### config.mk
export PLATFORM = sky130hd
export DESIGN_NAME = mem_ctrl
export DESIGN_NICKNAME = d
export VERILOG_FILES = /design/src/rtl/mem_ctrl_pkg.sv /design/src/rtl/mem_ctrl.sv
export SDC_FILE = /design/constraint.sdc
export NUM_CORES = 1
export LEC_CHECK = 0
export BUFFER_PORTS_ARGS = -buffer_cell sky130_fd_sc_hd__clkbuf_2
export CAP_MARGIN = 20
export CORE_MARGIN = 10
export CORE_UTILIZATION = 48
export CTS_CLUSTER_DIAMETER = 80
export DETAILED_ROUTE_END_ITERATION = 7
export HOLD_SLACK_MARGIN = 0.02
export PLACE_DENSITY = 0.82
export SLEW_MARGIN = 10
export SYNTH_ARGS = -nofsm -noshare
export SYNTH_HDL_FRONTEND = slang
export SYNTH_SLANG_ARGS = --single-unit
export TNS_END_PERCENT = 10
### constraint.sdc
create_clock -name clk -period 2.7 [get_ports clk]
set_input_delay 0 -clock clk [delete_from_list [all_inputs] [get_ports clk]]
set_output_delay 0 -clock clk [all_outputs]
set_load 0.01 [all_outputs]
### src/rtl/mem_ctrl_pkg.sv
`default_nettype none
// ============================================================================
// mem_ctrl_pkg : widths, access-size encodings and controller states
// Revision     : 1.0
// ============================================================================
package mem_ctrl_pkg;

   localparam int ADDR_LEN = 32;
   localparam int REG_LEN  = 32;
   localparam int BYTE_LEN = 8;

   localparam logic [1:0] LEN_BYTE = 2'b00;
   localparam logic [1:0] LEN_HALF = 2'b01;
   localparam logic [1:0] LEN_WORD = 2'b10;

   typedef enum logic [1:0] {
      ST_IDLE  = 2'd0,
      ST_READ  = 2'd1,
      ST_WRITE = 2'd2
   } state_t;

   // Encoding 2'b11 is treated as a word access alongside LEN_WORD.
   function automatic logic [2:0] len_to_bytes(input logic [1:0] len);
      case (len)
         LEN_BYTE: return 3'd1;
         LEN_HALF: return 3'd2;
         LEN_WORD: return 3'd4;
         default:  return 3'd4;
      endcase
   endfunction

endpackage
`default_nettype wire

### src/rtl/mem_ctrl.sv
`default_nettype none
// ============================================================================
// mem_ctrl : byte-serial RAM arbiter for instruction fetch and load/store
// Revision : 1.0
// ============================================================================
module mem_ctrl
   import mem_ctrl_pkg::*;
(
   input  logic                clk,
   input  logic                rst,
   input  logic                if_req,
   input  logic [ADDR_LEN-1:0] if_addr,
   input  logic                if_cancel,
   output logic                if_done,
   output logic [REG_LEN-1:0]  if_inst,
   input  logic                mem_req,
   input  logic                mem_we,
   input  logic [ADDR_LEN-1:0] mem_addr,
   input  logic [1:0]          mem_len,
   input  logic [REG_LEN-1:0]  mem_wdata,
   output logic                mem_done,
   output logic [REG_LEN-1:0]  mem_rdata,
   input  logic [BYTE_LEN-1:0] ram_din,
   output logic [BYTE_LEN-1:0] ram_dout,
   output logic [ADDR_LEN-1:0] ram_a,
   output logic                ram_wr,
   output logic                busy
);

   state_t              state;
   logic                owner_if;
   logic [2:0]          cnt;
   logic [2:0]          nbytes;
   logic [REG_LEN-1:0]  asm_word;
   logic [REG_LEN-1:0]  asm_next;
   logic                fetch_done;
   logic [2:0]          mem_nbytes;

   assign mem_nbytes = len_to_bytes(mem_len);
   assign busy       = (state != ST_IDLE);
   // A flush arriving together with the completion pulse still hides it.
   assign if_done    = fetch_done & ~if_cancel;

   // RAM data lags its address by one edge, so count value k+1 carries byte k.
   always_comb begin
      asm_next = asm_word;
      case (cnt)
         3'd1:    asm_next[7:0]   = ram_din;
         3'd2:    asm_next[15:8]  = ram_din;
         3'd3:    asm_next[23:16] = ram_din;
         3'd4:    asm_next[31:24] = ram_din;
         default: ;
      endcase
   end

   always_ff @(posedge clk) begin
      if (!rst) begin
         state      <= ST_IDLE;
         owner_if   <= 1'b0;
         cnt        <= '0;
         nbytes     <= '0;
         asm_word   <= '0;
         ram_a      <= '0;
         ram_dout   <= '0;
         ram_wr     <= 1'b0;
         fetch_done <= 1'b0;
         mem_done   <= 1'b0;
         if_inst    <= '0;
         mem_rdata  <= '0;
      end else begin
         fetch_done <= 1'b0;
         mem_done   <= 1'b0;
         case (state)
            ST_IDLE: begin
               ram_wr <= 1'b0;
               if (mem_req && !mem_done) begin
                  owner_if <= 1'b0;
                  cnt      <= '0;
                  nbytes   <= mem_nbytes;
                  ram_a    <= mem_addr;
                  if (mem_we) begin
                     state    <= ST_WRITE;
                     ram_wr   <= 1'b1;
                     ram_dout <= mem_wdata[BYTE_LEN-1:0];
                     asm_word <= mem_wdata >> BYTE_LEN;
                     mem_done <= (mem_nbytes == 3'd1);
                  end else begin
                     state    <= ST_READ;
                     asm_word <= '0;
                  end
               end else if (if_req && !fetch_done && !if_cancel) begin
                  state    <= ST_READ;
                  owner_if <= 1'b1;
                  cnt      <= '0;
                  nbytes   <= 3'd4;
                  ram_a    <= if_addr;
                  asm_word <= '0;
               end
            end
            ST_READ: begin
               if (owner_if && if_cancel) begin
                  state <= ST_IDLE;
               end else begin
                  cnt      <= cnt + 3'd1;
                  asm_word <= asm_next;
                  if (cnt + 3'd1 < nbytes)
                     ram_a <= ram_a + 1'b1;
                  if (cnt == nbytes) begin
                     state <= ST_IDLE;
                     if (owner_if) begin
                        if_inst    <= asm_next;
                        fetch_done <= 1'b1;
                     end else begin
                        mem_rdata <= asm_next;
                        mem_done  <= 1'b1;
                     end
                  end
               end
            end
            ST_WRITE: begin
               // The done pulse overlaps the last byte being driven.
               if (cnt + 3'd1 < nbytes) begin
                  cnt      <= cnt + 3'd1;
                  ram_a    <= ram_a + 1'b1;
                  ram_dout <= asm_word[BYTE_LEN-1:0];
                  asm_word <= asm_word >> BYTE_LEN;
                  mem_done <= (cnt + 3'd2 == nbytes);
               end else begin
                  state  <= ST_IDLE;
                  ram_wr <= 1'b0;
               end
            end
            default: begin
               state  <= ST_IDLE;
               ram_wr <= 1'b0;
            end
         endcase
      end
   end

endmodule
`default_nettype wire

==> impl_metrics.ini <==
[layout]
fin_nets = 1275
layout-drive-gt1-share = 0.253
fillers = 1261
area_delta_synth_final_pct = 32.0
diodes = 0

[timing]
finalCriticalPeriod_ns = 2.55
rsz0062_at_grt = false
finClkSkew_ns = 0.00966
fin_tns_setup_ns = 0
max_slew_margin = 0.394
fmax_ghz = 0.392
drv_slew = 0
finalCritPeriodShare = 0.944
hold_viol_final = 0
setup_viol = 0
worst_pin_slew_ns = 0.909

[global_routing]
grt_pass1_vias = 8054
grt_overflow = 0
grt_max_degree = 113
grt_use_total = 0.235
antenna_found_initial = 0
grt_pass1_wl_um = 42100

[routing]
routed_wl_um = 26800
drt-wirelength-per-cell_um = 19.4
drt_iter0_drc = 915
wl_met1_um = 10200
highest-signal-layer = met4
antenna_left = 0
route.met2.wl_um = 12900
dr_wl_met3_um = 2640
viasPerCell = 5.97
drc = 0
drt_pass1_iterations = 6
via_count = 8228

[critical_path]
crit_path_start_kind = flop
required_ns = 3.04
crit_path_max_fanout = 8
arrival_ns = 2.89
critPathKind = reg -> reg
end_kind = flop

[pwr]
powerDensity_nw_per_um2 = 805
p_sw_frac = 0.374
p_total_mw = 8.19
p_switching_mw = 3.07
p_int_mw = 5.12
power_frac_clock = 0.282
vdd_drop_max_uv = 719
pwr-share-seq = 0.370
leakage_nw = 4.97
combinationalPowerShare = 0.347

[floorplan]
die-area_um2 = 21500
initial_core_util = 0.487
dieWidth_um = 147
coreArea_um2 = 15800
die_h_um = 147
rows = 46
io_pins = 220

[placed_design]
gp_congestion = 0.897
io_buffers = 219
dpl.hpwl_um = 18100

[yosys]
syn_inst = 906
synth_seq_cells = 148
synth_edf_count = 0
synth_cell_type_count = 57
syn-cell-area_um2 = 7710
syn_area_per_cell_um2 = 8.51
ys_async_sr_fraction = 0
yosysSeqAreaShare = 0.384
synth_ff_type = dfxtp_1
synth_nets = 1031
yosysWarnings = 0

[clock_network]
clock_latency_ns = 0.43
cts_setup_buffers = 0
h-tree-depth = 4
clk_pin_slew_ns = 0.06
cts-root-buf = clkbuf_16
clock_path_buffers = 2
numCtsBuffers = 17
cts.sinks = 148
cts_tree = yes

[outcome]
status = completed

[hold_path]
min_path_type = in -> reg

[job]
maxCapViolCount = 0
[power by group through the flow]
stage | sequential [mW] | clock, mW | combinational [mW]
floorplan | 3.08 | 0 | 1.60
global placement | 3.03 | 0 | 2.63
detailed placement | 3.05 | 0 | 2.68
CTS | 3.01 | 2.32 | 2.80
global route | 3.08 | 2.41 | 3.10
finish | 3.03 | 2.31 | 2.84
[metal layers]
layer	global-route usage	vias up
met4	0.113	0
met3	0.0725	99
met1	0.273	3791
met2	0.388	493
li1	-	3845
met5	0	-
[critical path, cell delays in order, from the launching register on]
cell and delay, ns:
dfxtp_1 0.31, ha_1 0.20, ha_1 0.27, inv_1 0.05, ha_1 0.31, a21oi_1 0.18
a21boi_0 0.13, or3_4 0.38, or3_4 0.43, o22ai_1 0.20
[path summary, 6_finish.rpt]
check,slack [ns],to,cells past startpoint,from
worst max register to register,0.15,asm_word[26],9,cnt[0]
worst max-delay path,0.15,asm_word[26],9,cnt[0]
worst min register to register,0.50,mem_rdata[28],2,mem_rdata[28]
worst min-delay path,0.03,asm_word[7],4,mem_wdata[15]
[cell families (layout without fill, tap and decap cells)]
| family | Yosys count | in the layout | synth area share |
|---|---|---|---|
| AND/OR/NAND/NOR | 312 | 312 | 0.192 |
| AO/OA/AOI/OAI | 282 | 282 | 0.282 |
| flip-flops | 148 | 148 | 0.384 |
| buffers and inverters | 97 | 354 | 0.0511 |
| multiplexers | 53 | 53 | 0.0690 |
| adder cells (fa/ha/maj) | 13 | 13 | 0.0211 |
| XOR/XNOR | 1 | 1 | 0.00114 |
[registers in the layout, summed over array words and instances, names as in the netlist]
name and cells:
asm_word 32, if_inst 32, mem_rdata 32, ram_a 32, ram_dout 8, cnt 3, nbytes 3, state 2
fetch_done 1, mem_done 1, owner_if 1, ram_wr 1
[repair_timing]
item | in CTS | in global routing
setup endpoints to repair | 0 | 9
hold buffers | 56 | 0
gates resized for setup | 0 | 2
hold endpoints to repair | 68 | 0
[cells in the mapped netlist, types with 2 or more instances]
library cell  instances  share of area
o32ai_1               2         0.0023
o211a_1              73          0.095
nor4_1                7         0.0057
nand2b_1              2         0.0016
a31oi_1              15          0.012
and3_1               14          0.011
ha_1                 13          0.021
a22oi_1              17          0.017
nor3_1               10         0.0065
buf_1                 5         0.0024
clkbuf_1             49          0.024
o21ai_0              26          0.017
nand3b_1              3         0.0029
nor3b_1               4         0.0039
nand2_1             149          0.073
mux2i_1              52          0.068
a21boi_0             17          0.017
dfxtp_1             148           0.38
inv_1                20         0.0097
o211ai_1             22          0.021
a41oi_1               5         0.0057
and2_1                7         0.0057
nor2b_1              10         0.0081
or3_1                 6         0.0049
a221oi_1              8         0.0091
o31ai_1               2         0.0019
a21oi_1              40          0.026
o22ai_1              13          0.011
and4_1                5         0.0057
nand4_1              14          0.011
nor2_1               52          0.025
a211oi_1             23          0.022
buf_2                21          0.014
o221a_2               7          0.010
o2111a_1              2         0.0029
nand3_1              22          0.014
[layout make-up]
cell class	instances	area, µm²	share of cell area
clock inverters	12	131	0.0129
flip-flops and latches	148	2960	0.291
inverters	21	78.8	0.00775
multi-input cells	661	4380	0.430
repair buffers	301	1920	0.188
well taps	216	270	0.0266
clock buffers	20	437	0.0429
[cell usage in the layout, fill, tap and decap left out, drive strengths merged, types with 2 or more instances in the layout]
master       count
ha              13
buf             27
dfxtp          148
nor2            52
a211oi          23
o221a            7
a22oi           17
and3            14
nand4           14
mux2i           52
a31oi           15
a21boi          17
o31ai            3
or3              7
a41oi            5
nand3           22
nor3            11
o22ai           13
o32ai            2
and2             7
bufinv           2
inv             21
o21ai           26
nand2          149
clkinvlp         4
nor4             9
nor3b            5
nor2b           10
dlygate4sd3     56
clkinv           6
o211ai          22
o211a           73
clkbuf         238
o2111a           2
nand3b           3
a221oi           8
a21oi           40
nand2b           2
and4             5
[metrics by stage]
step                hold slack (ns)  cell area [µm²]  instances   util  setup WS, ns
global placement              0.285             9040       1291  0.571         0.183
floorplan                    0.0464             7710        906      -        0.0754
finish                       0.0281            10200       1379  0.643         0.152
global route                 0.0299            10200       1379  0.643        0.0167
CTS                          0.0210            10200       1379  0.643        0.0956
detailed placement            0.305             9040       1291  0.571         0.122
Power figures use the tool's default switching activity.
